==> src/rtl/vga_timing_engine_if.sv <==
// Renderer link of vga_timing_engine: request coordinate and pixel strobe out,
// renderer colour back.
interface vga_timing_engine_if;
    logic        pix_en;
    logic [9:0]  x;
    logic [9:0]  y;
    logic        req_active;
    logic [23:0] rgb_in;

    modport master (output pix_en, output x, output y, output req_active, input rgb_in);
    modport slave  (input pix_en, input x, input y, input req_active, output rgb_in);
endinterface

==> src/rtl/vga_timing_engine.sv <==
// VGA timing engine: pixel divider, H/V scan with RUN/HOLD, latency-matched sync/blank/RGB
// pipeline and frame-latched state channels. Define VGA_TESTPAT_EN for the colour-bar source.
module vga_timing_engine #(
    parameter int H_VA    = 640,
    parameter int H_FP    = 16,
    parameter int H_SYNC  = 96,
    parameter int H_BP    = 48,
    parameter int V_VA    = 480,
    parameter int V_FP    = 10,
    parameter int V_SYNC  = 2,
    parameter int V_BP    = 33,
    parameter bit HS_POL  = 1'b0,
    parameter bit VS_POL  = 1'b0,
    parameter int CLK_DIV = 2,
    parameter int LAT     = 2,
    parameter int NUM_CH  = 4,
    parameter int DATA_W  = 10
) (
    input  logic                     clk,
    input  logic                     rst,
    input  logic                     stop,
    input  logic                     test_mode,
    input  logic [NUM_CH*DATA_W-1:0] ch_in,
    vga_timing_engine_if.master      ren,
    output logic                     hs,
    output logic                     vs,
    output logic                     blank_n,
    output logic                     sync_n,
    output logic [7:0]               R,
    output logic [7:0]               G,
    output logic [7:0]               B,
    output logic                     frame_start,
    output logic [15:0]              frame_cnt,
    output logic [NUM_CH*DATA_W-1:0] ch_shadow
);

    localparam int H_TOTAL  = H_VA + H_FP + H_SYNC + H_BP;
    localparam int V_TOTAL  = V_VA + V_FP + V_SYNC + V_BP;
    localparam int HS_START = H_VA + H_FP;
    localparam int HS_END   = H_VA + H_FP + H_SYNC;
    localparam int VS_START = V_VA + V_FP;
    localparam int VS_END   = V_VA + V_FP + V_SYNC;
    localparam int DIV_W    = (CLK_DIV > 1) ? $clog2(CLK_DIV) : 1;

    localparam logic [0:0] RUN  = 1'b0;
    localparam logic [0:0] HOLD = 1'b1;

    logic [DIV_W-1:0] div;
    logic             pix_en;
    logic [9:0]       hcnt;
    logic [9:0]       vcnt;
    logic [0:0]       state;
    logic             h_end;
    logic             v_end;
    logic             frame_wrap;
    logic             active_raw;
    logic             hs_on;
    logic             vs_on;
    logic             hs_raw;
    logic             vs_raw;
    logic [LAT-1:0]   hs_pipe;
    logic [LAT-1:0]   vs_pipe;
    logic [LAT-1:0]   act_pipe;
    logic [LAT-1:0]   hs_next;
    logic [LAT-1:0]   vs_next;
    logic [LAT-1:0]   act_next;
    logic [23:0]      src_rgb;
    logic [23:0]      rgb_q;

    assign pix_en = (div == DIV_W'(CLK_DIV - 1));

    always_ff @(posedge clk or negedge rst) begin
        if (!rst) begin
            div <= '0;
        end else if (pix_en) begin
            div <= '0;
        end else begin
            div <= div + DIV_W'(1);
        end
    end

    assign h_end      = (hcnt == 10'(H_TOTAL - 1));
    assign v_end      = (vcnt == 10'(V_TOTAL - 1));
    assign frame_wrap = pix_en && (state == RUN) && h_end && v_end;

    // HOLD parks the scan at (0,0); the pix_en that clears stop only re-arms RUN,
    // so (0,0) is issued for a full tick before the scan moves on.
    always_ff @(posedge clk or negedge rst) begin
        if (!rst) begin
            hcnt  <= '0;
            vcnt  <= '0;
            state <= RUN;
        end else if (pix_en) begin
            if (state == HOLD) begin
                if (!stop) begin
                    state <= RUN;
                end
            end else if (h_end) begin
                hcnt <= '0;
                if (v_end) begin
                    vcnt <= '0;
                    if (stop) begin
                        state <= HOLD;
                    end
                end else begin
                    vcnt <= vcnt + 10'd1;
                end
            end else begin
                hcnt <= hcnt + 10'd1;
            end
        end
    end

    always_ff @(posedge clk or negedge rst) begin
        if (!rst) begin
            frame_start <= 1'b0;
            frame_cnt   <= '0;
            ch_shadow   <= '0;
        end else begin
            frame_start <= frame_wrap;
            if (frame_wrap) begin
                frame_cnt <= frame_cnt + 16'd1;
                ch_shadow <= ch_in;
            end
        end
    end

    always_comb begin
        active_raw = 1'b0;
        hs_on      = 1'b0;
        vs_on      = 1'b0;
        if (state == RUN) begin
            active_raw = (int'(hcnt) < H_VA) && (int'(vcnt) < V_VA);
            hs_on      = (int'(hcnt) >= HS_START) && (int'(hcnt) < HS_END);
            vs_on      = (int'(vcnt) >= VS_START) && (int'(vcnt) < VS_END);
        end
    end

    assign hs_raw   = hs_on ? HS_POL : ~HS_POL;
    assign vs_raw   = vs_on ? VS_POL : ~VS_POL;
    assign hs_next  = LAT'({hs_pipe, hs_raw});
    assign vs_next  = LAT'({vs_pipe, vs_raw});
    assign act_next = LAT'({act_pipe, active_raw});

`ifdef VGA_TESTPAT_EN
    localparam int BAR_W = (H_VA / 8 > 0) ? H_VA / 8 : 1;

    logic [2:0]       bar_raw;
    logic [3*LAT-1:0] bar_pipe;
    logic [3*LAT-1:0] bar_next;
    logic [2:0]       bar;
    logic [2:0]       unused_bar_tail;

    always_comb begin
        bar_raw = 3'd7;
        if (int'(hcnt) < 8 * BAR_W) begin
            bar_raw = 3'(int'(hcnt) / BAR_W);
        end
    end

    assign bar_next        = (3*LAT)'({bar_pipe, bar_raw});
    assign bar             = bar_next[3*LAT-1 -: 3];
    assign unused_bar_tail = bar_pipe[3*LAT-1 -: 3];

    always_ff @(posedge clk or negedge rst) begin
        if (!rst) begin
            bar_pipe <= '0;
        end else if (pix_en) begin
            bar_pipe <= bar_next;
        end
    end

    // Bar index order white..black maps to inverted {G,R,B} bits of the index.
    assign src_rgb = test_mode ? {{8{~bar[1]}}, {8{~bar[2]}}, {8{~bar[0]}}} : ren.rgb_in;
`else
    logic unused_test_mode;

    assign unused_test_mode = test_mode;
    assign src_rgb          = ren.rgb_in;
`endif

    always_ff @(posedge clk or negedge rst) begin
        if (!rst) begin
            hs_pipe  <= {LAT{~HS_POL}};
            vs_pipe  <= {LAT{~VS_POL}};
            act_pipe <= '0;
            rgb_q    <= '0;
        end else if (pix_en) begin
            hs_pipe  <= hs_next;
            vs_pipe  <= vs_next;
            act_pipe <= act_next;
            rgb_q    <= act_next[LAT-1] ? src_rgb : '0;
        end
    end

    assign hs      = hs_pipe[LAT-1];
    assign vs      = vs_pipe[LAT-1];
    assign blank_n = act_pipe[LAT-1];
    assign sync_n  = 1'b1;
    assign R       = rgb_q[23:16];
    assign G       = rgb_q[15:8];
    assign B       = rgb_q[7:0];

    assign ren.pix_en     = pix_en;
    assign ren.x          = hcnt;
    assign ren.y          = vcnt;
    assign ren.req_active = active_raw;

endmodule

==> src/flat_wrapper.sv <==
// flat-port wrapper written by rule: the top's interface ports become plain ports
module vga_timing_engine_flat 
#(
    parameter int H_VA    = 640,
    parameter int H_FP    = 16,
    parameter int H_SYNC  = 96,
    parameter int H_BP    = 48,
    parameter int V_VA    = 480,
    parameter int V_FP    = 10,
    parameter int V_SYNC  = 2,
    parameter int V_BP    = 33,
    parameter bit HS_POL  = 1'b0,
    parameter bit VS_POL  = 1'b0,
    parameter int CLK_DIV = 2,
    parameter int LAT     = 2,
    parameter int NUM_CH  = 4,
    parameter int DATA_W  = 10
)
  (clk, rst, stop, test_mode, ch_in, hs, vs, blank_n, sync_n, R, G, B, frame_start, frame_cnt, ch_shadow, ren_pix_en, ren_x, ren_y, ren_req_active, ren_rgb_in);
  vga_timing_engine_if ren_i ();
  input  logic clk;
  input  logic rst;
  input  logic stop;
  input  logic test_mode;
  input  logic [NUM_CH*DATA_W-1:0] ch_in;
  output logic hs;
  output logic vs;
  output logic blank_n;
  output logic sync_n;
  output logic [7:0] R;
  output logic [7:0] G;
  output logic [7:0] B;
  output logic frame_start;
  output logic [15:0] frame_cnt;
  output logic [NUM_CH*DATA_W-1:0] ch_shadow;
  output wire logic [$bits(ren_i.pix_en)-1:0] ren_pix_en;
  output wire logic [$bits(ren_i.x)-1:0] ren_x;
  output wire logic [$bits(ren_i.y)-1:0] ren_y;
  output wire logic [$bits(ren_i.req_active)-1:0] ren_req_active;
  input wire logic [$bits(ren_i.rgb_in)-1:0] ren_rgb_in;
  assign ren_pix_en = ren_i.pix_en;
  assign ren_x = ren_i.x;
  assign ren_y = ren_i.y;
  assign ren_req_active = ren_i.req_active;
  assign ren_i.rgb_in = ren_rgb_in;
  vga_timing_engine #(.H_VA(H_VA), .H_FP(H_FP), .H_SYNC(H_SYNC), .H_BP(H_BP), .V_VA(V_VA), .V_FP(V_FP), .V_SYNC(V_SYNC), .V_BP(V_BP), .HS_POL(HS_POL), .VS_POL(VS_POL), .CLK_DIV(CLK_DIV), .LAT(LAT), .NUM_CH(NUM_CH), .DATA_W(DATA_W)) u_core (.clk(clk), .rst(rst), .stop(stop), .test_mode(test_mode), .ch_in(ch_in), .ren(ren_i), .hs(hs), .vs(vs), .blank_n(blank_n), .sync_n(sync_n), .R(R), .G(G), .B(B), .frame_start(frame_start), .frame_cnt(frame_cnt), .ch_shadow(ch_shadow));
endmodule
==> config.mk <==
export PLATFORM = sky130hd
export DESIGN_NAME = vga_timing_engine_flat
export DESIGN_NICKNAME = d
export VERILOG_FILES = /design/src/rtl/vga_timing_engine_if.sv /design/src/rtl/vga_timing_engine.sv /design/src/flat_wrapper.sv
export SDC_FILE = /design/constraint.sdc
export NUM_CORES = 1
export LEC_CHECK = 0
export CELL_PAD_IN_SITES_DETAIL_PLACEMENT = 0
export CELL_PAD_IN_SITES_GLOBAL_PLACEMENT = 1
export CORE_MARGIN = 1.5
export CORE_UTILIZATION = 35
export DETAILED_ROUTE_END_ITERATION = 7
export GPL_ROUTABILITY_DRIVEN = 0
export PLACE_DENSITY_LB_ADDON = 0.1
export SLEW_MARGIN = 20
export SYNTH_ARGS = -nofsm -noshare
export SYNTH_HDL_FRONTEND = slang
export SYNTH_SLANG_ARGS = --single-unit
==> constraint.sdc <==
create_clock -name clk -period 2.85 [get_ports clk]
set_input_delay 0.57 -clock clk [delete_from_list [all_inputs] [get_ports clk]]
set_output_delay 0.57 -clock clk [all_outputs]
set_load 0.03 [all_outputs]
# == Word level (Yosys, flattened, before mapping) ==
# Index checks and enable logic that the tools add are counted.
# W data, S select, Z words.
# totals
ff_bits,109
inputBits,68
# op_classes
add_sub_neg,4
magnitude_cmp,6
n_eq_ne,2
n_mux,13
bitwise,1
reduce_logical,8
# ops
operator,n
$mux W24,1
$add A10 B1 Y10 const B,2
$eq A10 B10 Y1 const B,2
$lt A10 B10 Y1 const B,2
$lt A10 B9 Y1 const B,2
$mux W10,2
$add A16 B1 Y16 const B,1
$ge A10 B10 Y1 const B,1
$ge A10 B9 Y1 const B,1
$mux W1,10
$logic_and A1 B1 Y1,6
$reduce_and A3 Y1,1
$reduce_and A2 Y1,1
$add A1 B1 Y1 const B,1
$not A1 Y1,1

# == Logic depth before layout (Yosys ltp) ==
# Gate-level depths: netlist of the first run.
# logic_depth
word_depth,4
mapped_depth,9
mapped_depth_nobuf,6

# == Worst setup path before layout of the first run ==
# OpenSTA, ideal clock, no wires.
# synth_path
path_kind,register to register
start,register u_core.hcnt[1] (netlist: u_core.ren.x[1])
end,register u_core.ch_shadow[10]
arrival_time_ns,2.099
slack_ns,0.626
stages_incl_launch_ff,10
path_cell_list,dfrtp_1 ha_1 and4_1 buf_6 and4_4 buf_6 and2_4 buf_12 buf_12 mux2_4
# synth_between
elab_chain_len,3
# synth_lines
item,line,rtl
"start, declared",vga_timing_engine.sv:50,logic [9:0] hcnt;
"start signal, assigned",vga_timing_engine.sv:109,hcnt <= hcnt + 10'd1;
$eq A10 B10 Y1,vga_timing_engine.sv:82,assign h_end = (hcnt == 10'(H_TOTAL - 1));
$logic_and A1 B1 Y1 (2 in series),vga_timing_engine.sv:84,assign frame_wrap = pix_en && (state == RUN) && h_end && v_end;
"end signal, assigned",vga_timing_engine.sv:123,ch_shadow <= ch_in;
"end, declared",vga_timing_engine.sv:34,output logic [NUM_CH*DATA_W-1:0] ch_shadow
# No other way between the ends.
# A chain may end at the register's enable or synchronous reset.

# == Worst setup path in the final report of the first run ==
# layout_path
start,register u_core.hcnt[7] (netlist: u_core.ren.x[7])
end,output ren_req_active
# layout_between
elab_chain_len,3
# layout_lines
item,line,rtl
$lt A10 B10 Y1,vga_timing_engine.sv:133,active_raw = (int'(hcnt) < H_VA) && (int'(vcnt) < V_VA);
$logic_and A1 B1 Y1,vga_timing_engine.sv:133,
$mux W1,vga_timing_engine.sv:132,if (state == RUN) begin
"end, declared",flat_wrapper.sv:39,output wire logic [$bits(ren_i.req_active)-1:0] ren_req_active;
# No other way between the ends.

==> results.md, run 1 <==
- Internal cell power: between 2 and 3 mW
- TritonCTS Sinks: 109
- Hpwl dp: between 8 and 9 mm
- CTS resizes: 0
- Dpl cells: 732
- Syn. warnings: 0
- Hold crit path type: input pin to asynchronous set/reset pin
- Max clock buf depth: 2
- Initial DRC Count: between 100 and 150
- Post-route antenna net violation count: 0
- First-pass GRT wire length: 19.3 mm
- Worst stage delay on the critical path: 0.74 ns
- Clock share of power: roughly 40%
- Worst Setup Start Kind: flip-flop
- Worst R2R Setup Slack: ~0.52 ns
- Synth async-reset ratio: 100%
- Final Critical Period: around 2.6 ns
- Fmax: about 380 MHz
- Final non-filler cell total: ~750
- CTS Buf Count: 9
- Crit path arrival time: slightly above 2 ns
- Die width: ~120 um
- Final Skew: between 0.007 and 0.008 ns
- Ordered list of cells on the worst path: o21ai_0, nand2_1, nor3_1, clkdlybuf4s50_1
- Final Hold Viols: 0
- Post-CTS Setup Repair Bufs: 0
- Clk Tree Root Cell: clkbuf_16
- IO Count: 175
- Drt drc: 0
- Largest net degree at the start of global routing: 61
- PortBufs: about 170
- Synth Cell Area: ~4900 um^2
- Pins Over Slew Limit: 0
- Final global-route overflow total: 0
- Total wire length: 11.8 mm
- # hold bufs at CTS: 0
- Seq pwr share: between 40 and 50%
- Fin crit share: between 90% and 100%
- RSZ-0062 raised after global routing: no
- Initial antenna violation count: 0
- Clock network latency to the later pin of the worst-skew pair: between 0.3 and 0.4 ns
- P_sw: about 0.91 mW
- DIE HEIGHT: 121 um
- Setup TNS: 0 ns
- Peak VDD IR: around 0.00037 V
- Nets@finish: 640
- Ant diodes: 0
- CP max FO: 7
- Combinational share of power: a little over an eighth
- Core Box Area: approximately 13000 um^2
- Drt pass-1 iters: 5
- Layout cell share with drive strength beyond 1: approximately 14%
- Power per cell area: approximately 510 nW/um^2
- Post-synthesis cell count: 400
- Initial Utilization: 36.4%
- Mean Syn Cell Area: 12.2 um^2
- TritonCTS clock tree: built
- Register area share after synthesis: between 50% and 60%
- Status: completed
- FP Rows: 42
- Drt wl/cell: ~16 um
- Tightest Pin Transition: 0.860 ns
- Filler instances: between 1000 and 1500
- Layout area overhead: 44.8%
- Count of final setup violators: 0
- Area of the die: 14600 um^2
- Leak Pwr: about 3.2 nW
- Seq. cell area: 2730 um^2
- Crit end category: output pin
- Syn Nets: 473
- Post-synth EDFFs: 0
- Vias: approximately 3600
- Clock-pin slew on the worst setup and hold paths: around 0.07 ns
- Slew headroom: between 40% and 50%
- Delay-heaviest family, CP: buffers and inverters
- Synthesized flop and latch total: 109
- Distinct cell type count after synthesis: slightly above 40
- Worst Path Buf+Inv: 1
- H-tree depth: 3
- Number of global-route vias before repair: 3665
- Crit path max-delay cell type: clkdlybuf4s50_1
- Total Routing Usage GR: around 17%
- Via density per instance: about 4.8
- Worst endpoint required time: between 2 and 2.5 ns
- Worst setup path class: flip-flop to output pin
- Main flop type after synthesis: dfrtp_1
- Multi-input logic area: about 1800 um^2
- Sw frac: around a quarter
- Total of max-cap violations: 0
==> placed cells by master, fill, tap and decap left out, types with 4 or more instances in the layout <==
cell	n
a21oi_1	8
and3_1	9
buf_4	8
clkbuf_16	9
clkdlybuf4s50_1	171
dfrtp_1	104
dfstp_2	4
ha_1	5
inv_1	32
mux2_2	10
mux2_4	37
nand2_1	16
nand3_1	35
nand4_1	15
nor2_1	8
nor3_1	7
nor4_1	6
o21ai_0	28
xnor2_1	18
xor2_1	8
==> per-stage QoR <==
| stage | utilization, % | area (um^2) | worst slack, ns | total power [mW] | hold slack (ns) |
|---|---|---|---|---|---|
| global placement | 50.1 | 6710 | 0.577 | 2.20 | 0.465 |
| detailed placement | 50.1 | 6710 | 0.542 | 2.21 | 0.466 |
| floorplan | - | 4880 | 0.626 | 1.93 | 0.274 |
| finish | 52.7 | 7060 | 0.246 | 3.63 | 0.220 |
| global route | 52.7 | 7060 | 0.0760 | 3.79 | 0.258 |
| CTS | 52.7 | 7060 | 0.224 | 3.68 | 0.237 |
==> layout make-up <==
cell class,instances,area share [%]
flip-flops and latches,109,38.7
multi-input cells,234,25.8
repair buffers,181,25.7
clock buffers,10,3.39
well taps,176,3.12
inverters,32,1.70
clock inverters,6,1.56
==> logic make-up (layout without fill, tap and decap cells) <==
| kind of cell | after synthesis | after routing | synth area share, % |
|---|---|---|---|
| AO/OA/AOI/OAI | 42 | 42 | 4.77 |
| other | 1 | 1 | 0.0769 |
| buffers and inverters | 57 | 229 | 6.57 |
| multiplexers | 47 | 47 | 13.7 |
| XOR/XNOR | 26 | 26 | 4.67 |
| AND/OR/NAND/NOR | 113 | 113 | 12.9 |
| adder cells (fa/ha/maj) | 5 | 5 | 1.28 |
| flip-flops | 109 | 109 | 56.0 |
==> synthesized netlist by cell type (2+ instances only) <==
library cell / n / area share, %
buf_12: 5 / 2.1
nor3_1: 7 / 0.72
nand4b_1: 2 / 0.36
mux2_4: 37 / 11
inv_1: 32 / 2.5
nor4_1: 6 / 0.77
a21oi_1: 8 / 0.82
dfrtp_1: 105 / 54
nand2_1: 16 / 1.2
and3_1: 9 / 1.2
nor2b_1: 2 / 0.26
and2_1: 3 / 0.38
xnor2_1: 18 / 3.2
nand3_1: 35 / 3.6
buf_6: 2 / 0.46
xor2_1: 8 / 1.4
nand4_1: 15 / 1.9
ha_1: 5 / 1.3
o21ai_0: 28 / 2.9
and4_1: 2 / 0.36
buf_2: 5 / 0.51
clkbuf_1: 11 / 0.85
mux2_2: 10 / 2.3
dfstp_2: 4 / 2.2
a22o_1: 2 / 0.36
nor2_1: 8 / 0.62
==> routing by layer <==
layer | track usage, % | share of wire [%]
met5 | 0 | 0
met1 | 22.6 | 46
met3 | 4.65 | 5.8
met4 | 6.18 | 1.4
met2 | 26.7 | 47
==> worst paths after layout <==
| path | from | cells past startpoint | endpoint |
|---|---|---|---|
| min in group clk | u_core.frame_cnt[15] | 1 | u_core.frame_cnt[15] |
| setup reg to reg | u_core.ren.x[1] | 6 | u_core.ch_shadow[19] |
| max in group asynchronous | rst | 2 | u_core.vs_pipe[0] |
| hold reg to reg | u_core.frame_cnt[15] | 1 | u_core.frame_cnt[15] |
| setup / recovery | u_core.ren.x[7] | 4 | ren_req_active |
| hold / removal | rst | 1 | u_core.rgb_q[18] |
==> power by group through the flow <==
stage | clock [mW] | combinational (mW) | sequential (mW)
final | 1.46 | 0.488 | 1.68
after global routing | 1.57 | 0.530 | 1.70
after CTS | 1.50 | 0.495 | 1.68
after detailed placement | 0 | 0.492 | 1.71
after global placement | 0 | 0.486 | 1.71
after floorplan | 0 | 0.130 | 1.80
==> flip-flops by register name, indices dropped and copies added (netlist names) <==
signal              flops
u_core.ren.y           10
u_core.rgb_q           24
u_core.hs_pipe          2
u_core.state            1
u_core.frame_cnt       16
u_core.frame_start      1
u_core.act_pipe         2
u_core.ch_shadow       40
u_core.ren.pix_en       1
u_core.vs_pipe          2
u_core.ren.x           10
Note: power is estimated with default switching activity, not from simulation.
==> inputs of run 2 (changes only) <==
--- a/config.mk
+++ b/config.mk
@@ -10,7 +10,6 @@
 export CORE_MARGIN = 1.5
 export CORE_UTILIZATION = 35
 export DETAILED_ROUTE_END_ITERATION = 7
-export GPL_ROUTABILITY_DRIVEN = 0
 export PLACE_DENSITY_LB_ADDON = 0.1
 export SLEW_MARGIN = 20
 export SYNTH_ARGS = -nofsm -noshare
==> constraint.sdc (replaced) <==
create_clock -name clk -period 2.85 [get_ports clk]
set_input_delay 0.57 -clock clk [delete_from_list [all_inputs] [get_ports clk]]
set_output_delay 0.57 -clock clk [all_outputs]
set_load 0.005 [all_outputs]
==> results.md, run 2 (synthesis gave the netlist of run 1 again) <==
- Status: completed (unchanged)
- Layout cell share with drive strength beyond 1: 14.2% (was 14.3%)
- TritonCTS clock tree: built (unchanged)
- Slew headroom: 43.7% (was 42.7%)
- CP Launch Point: u_core.ren.y[5] (was u_core.ren.x[7])
- FF-to-FF End: u_core.frame_cnt[10] (was u_core.ch_shadow[19])
- Initial Utilization: 36.4% (unchanged)
- Largest net degree at the start of global routing: 61 (unchanged)
- Nets@finish: 639 (was 640)
- Max reg flops: 40 (unchanged)
- Hold crit path type: input pin to asynchronous set/reset pin (unchanged)
- Tot Pwr: 3.53 mW (was 3.63 mW)
- Via density per instance: 4.74 (was 4.76)
- Drt wl/cell: 15.9 um (was 15.8 um)
- Commonest non-fill, non-tap cell in the layout: clkdlybuf4s50_1 (unchanged)
- Count of final setup violators: 0 (unchanged)
- Initial antenna violation count: 0 (unchanged)
- Fin area: 7060 um^2 (unchanged)
- Worst setup path class: flip-flop to output pin (unchanged)
- Clock share of power: 41.7% (was 40.2%)
- Peak VDD IR: 0.000549 V (was 0.000368 V)
- Final Wtd Congestion: ~0.76
- Leak Pwr: 3.19 nW (was 3.18 nW)
- Crit end category: output pin (unchanged)
- Drt pass-1 iters: 4 (was 5)
- Post-route antenna net violation count: 0 (unchanged)
- Max clock buf depth: 2 (unchanged)
- TritonCTS Sinks: 109 (unchanged)
- P_sw: 0.794 mW (was 0.906 mW)
- Dpl cells: 731 (was 732)
- IO Count: 175 (unchanged)
- Crit path arrival time: 1.90 ns (was 2.03 ns)
- Reg with most FFs: u_core.ch_shadow (unchanged)
- Worst setup path endpoint: ren_req_active (unchanged)
- Pre-CTS setup slack: 0.623 ns (was 0.542 ns)
- Biggest regs: u_core.ch_shadow x40, u_core.rgb_q x24, u_core.frame_cnt x16 (unchanged)
- Clock network latency to the later pin of the worst-skew pair: 0.35 ns (was 0.36 ns)
- Internal cell power: 2.73 mW (was 2.72 mW)
- Fmax: 406 MHz (was 384 MHz)
- Total wire length: 11.8 mm (unchanged)
- Dpl cell area: 6700 um^2 (was 6710 um^2)
- Most frequent cells in the layout: 171 x clkdlybuf4s50_1, 104 x dfrtp_1, 37 x mux2_4 (unchanged)
- Pins Over Slew Limit: 0 (unchanged)
- Post-CTS Setup Repair Bufs: 0 (unchanged)
- Hpwl dp: 8.31 mm (was 8.29 mm)
- Area of the die: 14600 um^2 (unchanged)
- Tightest Pin Transition: 0.845 ns (was 0.860 ns)
- Final Skew: 0.00424 ns (was 0.00764 ns)
- Seq pwr share: 47.7% (was 46.3%)
- Final non-filler cell total: 747 (was 748)
- Worst endpoint required time: 2.28 ns (about the same)
- CP max FO: 7 (unchanged)
- Total of max-cap violations: 0 (unchanged)
- First-pass GRT wire length: 19.3 mm (about the same)
- CTS Buf Count: 9 (unchanged)
- Final Critical Period: 2.47 ns (was 2.60 ns)
- Worst Setup Start Kind: flip-flop (unchanged)
- Worst R2R Setup Slack: 0.61 ns (was 0.52 ns)
- Fin worst setup slack: 0.384 ns (was 0.246 ns)
- Total Routing Usage GR: 17.0% (about the same)
- CTS resizes: 0 (unchanged)
- FP Rows: 42 (unchanged)
- Die width: 121 um (unchanged)
- H-tree depth: 3 (unchanged)
- Ant diodes: 0 (unchanged)
- Combinational share of power: 10.6% (was 13.4%)
- Reg2reg start: u_core.ren.x[1] (unchanged)
- # hold bufs at CTS: 0 (unchanged)
- Vias: 3542 (was 3560)
- Fin crit share: 86.5% (was 91.4%)
- Clock-pin slew on the worst setup and hold paths: 0.07 ns (about the same)
- Sw frac: 22.5% (was 24.9%)
- Setup TNS: 0 ns (unchanged)
- Initial DRC Count: 218 (was 112)
- Layout area overhead: 44.8% (unchanged)
- Number of global-route vias before repair: 3700 (was 3665)
- DIE HEIGHT: 121 um (unchanged)
- PortBufs: 172 (unchanged)
- Min Hold Slack: 0.259 ns (was 0.220 ns)
- Drt drc: 0 (unchanged)
- Final Hold Viols: 0 (unchanged)
- RSZ-0062 raised after global routing: no (unchanged)
- Post-Route Utilization: 52.7% (unchanged)
- FF-to-FF path depth: 5 (was 6)
- Clk Tree Root Cell: clkbuf_16 (unchanged)
- Final global-route overflow total: 0 (unchanged)
- Core Box Area: 13400 um^2 (unchanged)
- Power per cell area: 500 nW/um^2 (was 514 nW/um^2)
## run 2: changes by cell type in the layout (fill, tap and decap cells not counted)
cell / previous run / this run
inv_6: 0 / 1
inv_8: 0 / 1
clkinvlp_4: 2 / 1
buf_4: 8 / 7
clkinv_2: 1 / 0
## run 2: per-layer routing
layer / global-route usage, % / vias up / share of wire, %
met3: 6.06 / 8 / 6.6
met2: 27.1 / 100 / 47
met5: 0 / - / 0
met1: 22.0 / 1738 / 45
met4: 4.56 / 0 / 1.0
li1: - / 1696 / -
## run 2: power by group through the flow
stage / Combinational (mW) / Clock (mW) / Sequential, mW
final: 0.374 / 1.47 / 1.68
after floorplan: 0.129 / 0 / 1.69
after detailed placement: 0.379 / 0 / 1.72
after global placement: 0.373 / 0 / 1.71
after CTS: 0.382 / 1.53 / 1.68
after global routing: 0.414 / 1.60 / 1.70
## run 2: how the worst min path moves through the flow
| stage | endpoint | slack [ns] |
|---|---|---|
| 2_1_floorplan | u_core.act_pipe[0] | 0.27 |
| 3_3_place_gp | u_core.frame_cnt[15] | 0.47 |
| 3_5_place_dp | u_core.frame_cnt[15] | 0.47 |
| 4_1_cts | u_core.rgb_q[21] | 0.27 |
| 5_1_grt | u_core.rgb_q[20] | 0.30 |
| 6_report | u_core.rgb_q[20] | 0.26 |
## run 2: critical path, cell delays in order, from the launching register on
cell and delay, ns:
dfrtp_1 0.45, nand4_1 0.23, nand2_1 0.07, nor3_1 0.20, clkdlybuf4s50_1 0.59
## run 2: cell type report
class / instances / area (um^2)
Timing Repair Buffer: 180 / 1800
Inverter: 32 / 120
Multi-Input combinational cell: 234 / 1820
Clock buffer: 10 / 239
Fill cell: 1203 / 6340
Tap cell: 176 / 220
Clock inverter: 6 / 118
Sequential cell: 109 / 2730
==> inputs of run 3 (changes only) <==
--- a/config.mk
+++ b/config.mk
@@ -7,11 +7,10 @@
 export LEC_CHECK = 0
 export CELL_PAD_IN_SITES_DETAIL_PLACEMENT = 0
 export CELL_PAD_IN_SITES_GLOBAL_PLACEMENT = 1
-export CORE_MARGIN = 1.5
 export CORE_UTILIZATION = 35
 export DETAILED_ROUTE_END_ITERATION = 7
 export PLACE_DENSITY_LB_ADDON = 0.1
-export SLEW_MARGIN = 20
+export SLEW_MARGIN = 40
 export SYNTH_ARGS = -nofsm -noshare
 export SYNTH_HDL_FRONTEND = slang
 export SYNTH_SLANG_ARGS = --single-unit
==> results.md, run 3 (synthesis gave the netlist of run 1 again) <==
- Status: completed (unchanged)
- Ant diodes: 0 (unchanged)
- Final global-route overflow total: 0 (unchanged)
- Peak VDD IR: 0.000270 V (was 0.000549 V)
- Fmax: 408 MHz (was 406 MHz)
- Count of final setup violators: 0 (unchanged)
- Post-CTS Setup Repair Bufs: 0 (unchanged)
- Hold crit path type: input pin to asynchronous set/reset pin (unchanged)
- Max reg flops: 40 (unchanged)
- CTS Buf Count: 9 (unchanged)
- Clk Tree Root Cell: clkbuf_16 (unchanged)
- Final non-filler cell total: 748 (was 747)
- Largest net degree at the start of global routing: 61 (unchanged)
- Setup TNS: 0 ns (unchanged)
- Total of max-cap violations: 0 (unchanged)
- Via density per instance: 4.75 (was 4.74)
- Pins Over Slew Limit: 0 (unchanged)
- Slew headroom: 55.6% (was 43.7%)
- Crit path max-delay cell type: clkdlybuf4s50_1 (unchanged)
- Crit path arrival time: 1.88 ns (was 1.90 ns)
- Post-route antenna net violation count: 0 (unchanged)
- Drt wl/cell: 16.1 um (was 15.9 um)
- Biggest regs: u_core.ch_shadow x40, u_core.rgb_q x24, u_core.frame_cnt x16 (unchanged)
- Vias: 3553 (was 3542)
- P_sw: 0.773 mW (was 0.794 mW)
- Ordered list of cells on the worst path: o21ai_0, nand2_1, nor3_1, clkdlybuf4s50_1 (was nand4_1, nand2_1, nor3_1, clkdlybuf4s50_1)
- H-tree depth: 3 (unchanged)
- RSZ-0062 raised after global routing: no (unchanged)
- Final Hold Viols: 0 (unchanged)
- Clock network latency to the later pin of the worst-skew pair: 0.35 ns (about the same)
- TritonCTS Sinks: 109 (unchanged)
- Reg with most FFs: u_core.ch_shadow (unchanged)
- Reg2reg start: u_core.ren.x[1] (unchanged)
- IO Count: 175 (unchanged)
- Power per cell area: 482 nW/um^2 (was 500 nW/um^2)
- Worst R2R Setup Slack: 0.53 ns (was 0.61 ns)
- CTS resizes: 0 (unchanged)
- Initial Utilization: 36.4% (unchanged)
- FF-to-FF path depth: 6 (was 5)
- Initial antenna violation count: 0 (unchanged)
- Final Skew: 0.00676 ns (was 0.00424 ns)
- DIE HEIGHT: 120 um (was 121 um)
- Number of global-route vias before repair: 3529 (was 3700)
- Tightest Pin Transition: 0.660 ns (was 0.845 ns)
- Die width: 120 um (was 121 um)
- Crit end category: output pin (unchanged)
- Final Wtd Congestion: 0.746 (was 0.763)
- Delay-heaviest family, CP: buffers and inverters (unchanged)
- Initial DRC Count: 199 (was 218)
- Area of the die: 14400 um^2 (was 14600 um^2)
- Clock-pin slew on the worst setup and hold paths: 0.07 ns (about the same)
- Hpwl dp: 8.46 mm (was 8.31 mm)
- Layout cell share with drive strength beyond 1: 14.2% (about the same)
- Clock share of power: 39.1% (was 41.7%)
- Internal cell power: 2.61 mW (was 2.73 mW)
- Nets@finish: 640 (was 639)
- # hold bufs at CTS: 0 (unchanged)
- First-pass GRT wire length: 19.3 mm (about the same)
- Commonest non-fill, non-tap cell in the layout: clkdlybuf4s50_1 (unchanged)
- Sw frac: 22.9% (was 22.5%)
- Total wire length: 12.0 mm (was 11.8 mm)
- Fin crit share: 86.0% (was 86.5%)
- Core Box Area: 13400 um^2 (unchanged)
- Final Critical Period: 2.45 ns (was 2.47 ns)
- Combinational share of power: 11.1% (was 10.6%)
- PortBufs: 172 (unchanged)
- Drt drc: 0 (unchanged)
- Worst Path Buf+Inv: 1 (unchanged)
- FP Rows: 42 (unchanged)
- FF-to-FF End: u_core.frame_cnt[1] (was u_core.frame_cnt[10])
- Leak Pwr: 3.17 nW (was 3.19 nW)
- Seq pwr share: 49.8% (was 47.7%)
- Drt pass-1 iters: 4 (unchanged)
- CP max FO: 7 (unchanged)
- Worst stage delay on the critical path: 0.58 ns (was 0.59 ns)
- TritonCTS clock tree: built (unchanged)
- Worst Setup Start Kind: flip-flop (unchanged)
- Dpl cells: 732 (was 731)
- Max clock buf depth: 2 (unchanged)
- Worst setup path class: flip-flop to output pin (unchanged)
- Most frequent cells in the layout: 171 x clkdlybuf4s50_1, 103 x dfrtp_1, 37 x mux2_4 (was 171 x clkdlybuf4s50_1, 104 x dfrtp_1, 37 x mux2_4)
- Worst endpoint required time: 2.28 ns (about the same)
- Total Routing Usage GR: 17.3% (was 17.0%)
- Layout area overhead: 43.9% (was 44.8%)
==> run 3: cell type report <==
| class | instances | area, um^2 |
|---|---|---|
| clock buffer | 11 | 233 |
| clock inverter | 5 | 75.1 |
| fill | 1161 | 6380 |
| inverter | 32 | 120 |
| multi-input combinational | 234 | 1820 |
| sequential | 109 | 2740 |
| tap | 176 | 220 |
| timing repair buffer | 181 | 1810 |
==> run 3: through the flow <==
step                      total power, mW  hold slack (ns)  setup WS (ns)  instance area [um^2]  utilization (%)
after detailed placement             2.09            0.471          0.512                  6710             50.1
after global routing                 3.54            0.175          0.250                  7020             52.4
final                                3.38            0.154          0.400                  7020             52.4
after floorplan                      1.82            0.274          0.780                  4880                -
after CTS                            3.44            0.159          0.367                  7020             52.4
after global placement               2.08            0.466          0.558                  6710             50.1
==> run 3: how the worst max path moves through the flow <==
stage,from,to,slack [ns],cells after the start
4_1_cts,u_core.ren.y[5],ren_req_active,0.37,4
6_report,u_core.ren.x[7],ren_req_active,0.40,4
5_1_grt,u_core.ren.x[7],ren_req_active,0.25,4
3_3_place_gp,u_core.ren.x[1],u_core.frame_cnt[1],0.56,6
2_1_floorplan,u_core.ren.x[0],u_core.ch_shadow[10],0.78,9
3_5_place_dp,u_core.ren.x[1],u_core.frame_cnt[1],0.51,6
==> run 3: layer usage <==
metal / share of wire [%] / wire length [um] / global-route usage, %
met4: 1.3 / 152 / 5.16
met2: 46 / 5580 / 26.5
met5: 0 / 0 / 0
met3: 5.9 / 715 / 5.89
met1: 46 / 5580 / 23.1
==> run 3: worst register-to-register path, stage by stage (launching register included) <==
cell	delay, ns
dfrtp_1	0.44
ha_1	0.22
and4_1	0.32
and4_4	0.25
and2_4	0.36
buf_4	0.26
mux2_2	0.36
==> run 3: power groups by stage <==
stage          Combinational, mW  Sequential [mW]  Clock, mW
3_3_place_gp               0.373             1.71          0
4_1_cts                    0.381             1.68       1.38
2_1_floorplan              0.129             1.69          0
3_5_place_dp               0.379             1.71          0
5_1_grt                    0.412             1.69       1.43
6_report                   0.374             1.68       1.32
==> edit, RTL diff (flow settings as in run 1) <==
`NUM_CH` is set to 4 in 2 places; all go to 5.
--- a/src/rtl/vga_timing_engine.sv
+++ b/src/rtl/vga_timing_engine.sv
@@ -14,5 +14,5 @@
     parameter int CLK_DIV = 2,
     parameter int LAT     = 2,
-    parameter int NUM_CH  = 4,
+    parameter int NUM_CH  = 5,
     parameter int DATA_W  = 10
 ) (
--- a/src/flat_wrapper.sv
+++ b/src/flat_wrapper.sv
@@ -14,5 +14,5 @@
     parameter int CLK_DIV = 2,
     parameter int LAT     = 2,
-    parameter int NUM_CH  = 4,
+    parameter int NUM_CH  = 5,
     parameter int DATA_W  = 10
 )
Ports: changed (resized ch_in and ch_shadow); port bits go from 175 to 195. The function was not compared with the original's and may differ.
==> edit against run 1 <==
Area after synthesis increased by 2.8%; sequential cell count increased by 10; final area increased by 10%; power increased by 29%; register-to-register slack improved by 0.14 ns; global-route usage increased by 0.17 points; die area increased by 2.7%; worst setup slack got worse by 0.13 ns; sequential share of layout area decreased by 0.46 points; routed wire length increased by 7.5%; non-clock buffer count increased by 20; critical endpoint unchanged; largest cell class unchanged; highest routed layer unchanged.
==> edit: results (changes against run 1) <==
The multiplexer share of the synthesized area was 0.126 (was 0.137); the total via count in the routed design was 3,849 (was 3,560). The run finished with clean final reports. The overall track demand over capacity in global routing was 0.172 (was 0.170); the number of buffer cells added on primary ports was 192 (was 172).

The tools report the maximum vdd drop as 291 uV (was 368 uV). For the estimated wirelength of the detail-placed design, the log shows 8890 um (was 8290 um). The run gives 2.17 ns (was 2.03 ns) as the data arrival time at the worst-slack endpoint. For the number of placed cells counting well taps, the log shows 779 (was 732). For the reg-to-reg setup timing slack, the log shows 0.66 ns (was 0.52 ns). The number of library cell types mapped by synthesis is 39 (was 41), and the average detailed-routed wire length per instance is 15.7 um (was 15.8 um). The post-synthesis share of cell area spent on full adders, half adders and majority gates came out at 0.0125 (was 0.0128). The xor and xnor area share after synthesis came out at 0.0454 (was 0.0467).

The tools report the clock insertion delay at the later pin of the skew report as 0.41 ns (was 0.36 ns). Leading registers by flop count: u_core.ch_shadow x50, u_core.rgb_q x24, u_core.frame_cnt x16 (was u_core.ch_shadow x40, u_core.rgb_q x24, u_core.frame_cnt x16). The setup skew after layout is 0.00716 ns (was 0.00764 ns). Commonest cells post-synth: 115 x sky130_fd_sc_hd__dfrtp_1, 53 x sky130_fd_sc_hd__mux2_2, 39 x sky130_fd_sc_hd__nand3_1 (was 105 x sky130_fd_sc_hd__dfrtp_1, 37 x sky130_fd_sc_hd__mux2_4, 35 x sky130_fd_sc_hd__nand3_1). The logs give 0 (unchanged) for the post-CTS resize count and 0.541 ns (was 0.542 ns) for the minimum setup slack after placement. The tools report the worst max-slew margin expressed relative to the limit as 0.459 (was 0.427). Leading cell types by total area after synthesis: sky130_fd_sc_hd__dfrtp_1 57%, sky130_fd_sc_hd__mux2_2 12%, sky130_fd_sc_hd__nand3_1 3.9% (was sky130_fd_sc_hd__dfrtp_1 54%, sky130_fd_sc_hd__mux2_4 11%, sky130_fd_sc_hd__nand3_1 3.6%). The tools report the H-tree depth as 4 (was 3). The maximum number of pins on one net before global-route repair is 59 (was 61).

The portion of total power attributed to sequential cells came out at 0.391 (was 0.463). The share of cells above drive strength 1 is 0.162 (was 0.143), and the number of detailed-route iterations in the first pass is 4 (was 5). The synthesized-area fraction occupied by ao, oa, aoi and oai cells is 0.0464 (was 0.0477). Capture instance of the worst register-to-register path: u_core.ch_shadow[16] (was u_core.ch_shadow[19]). The CTS clock-pin slew for the worst setup and hold paths works out to 0.05 ns (was 0.07 ns). Post-synth net total: 504 (was 473). The logs give 0.00779 mm2 (was 0.00706 mm2) for the post-route cell area and 17 (was 9) for the number of buffers inserted during clock tree synthesis. The number of nets in the final layout was 701 (was 640). The leakage power was 0.00356 uW (was 0.00318 uW). The cell-internal power came out at 3630 uW (was 2720 uW). The wire length of the first global-routing pass is 19,600 um (was 19,300 um).
edit: cell types whose count changed after synthesis, sizes merged, moves of 3 or more:
cell,run 1,this run
nand3,35,39
buf,14,11
mux2,47,56
nand4,15,12
dfrtp,105,115
edit: per-layer routing:
layer | GRT usage | up-vias | wire length (um)
met5 | 0 | - | 0
met1 | 0.222 | 1838 | 5610
met3 | 0.0586 | 22 | 954
li1 | - | 1849 | -
met2 | 0.259 | 140 | 5910
met4 | 0.0778 | 0 | 262
edit: critical path: stages, from the launching register on:
cell                              delay, ns
sky130_fd_sc_hd__dfrtp_1               0.44
sky130_fd_sc_hd__o21ai_0               0.21
sky130_fd_sc_hd__nand2_1               0.07
sky130_fd_sc_hd__nor3_1                0.26
sky130_fd_sc_hd__clkdlybuf4s50_1       0.77
edit: area by class of cell:
type	instances	area share
Timing Repair Buffer	201	0.258
Multi-Input combinational cell	246	0.230
Clock inverter	9	0.0218
Sequential cell	119	0.383
Inverter	33	0.0159
Clock buffer	22	0.0621
Tap cell	180	0.0289
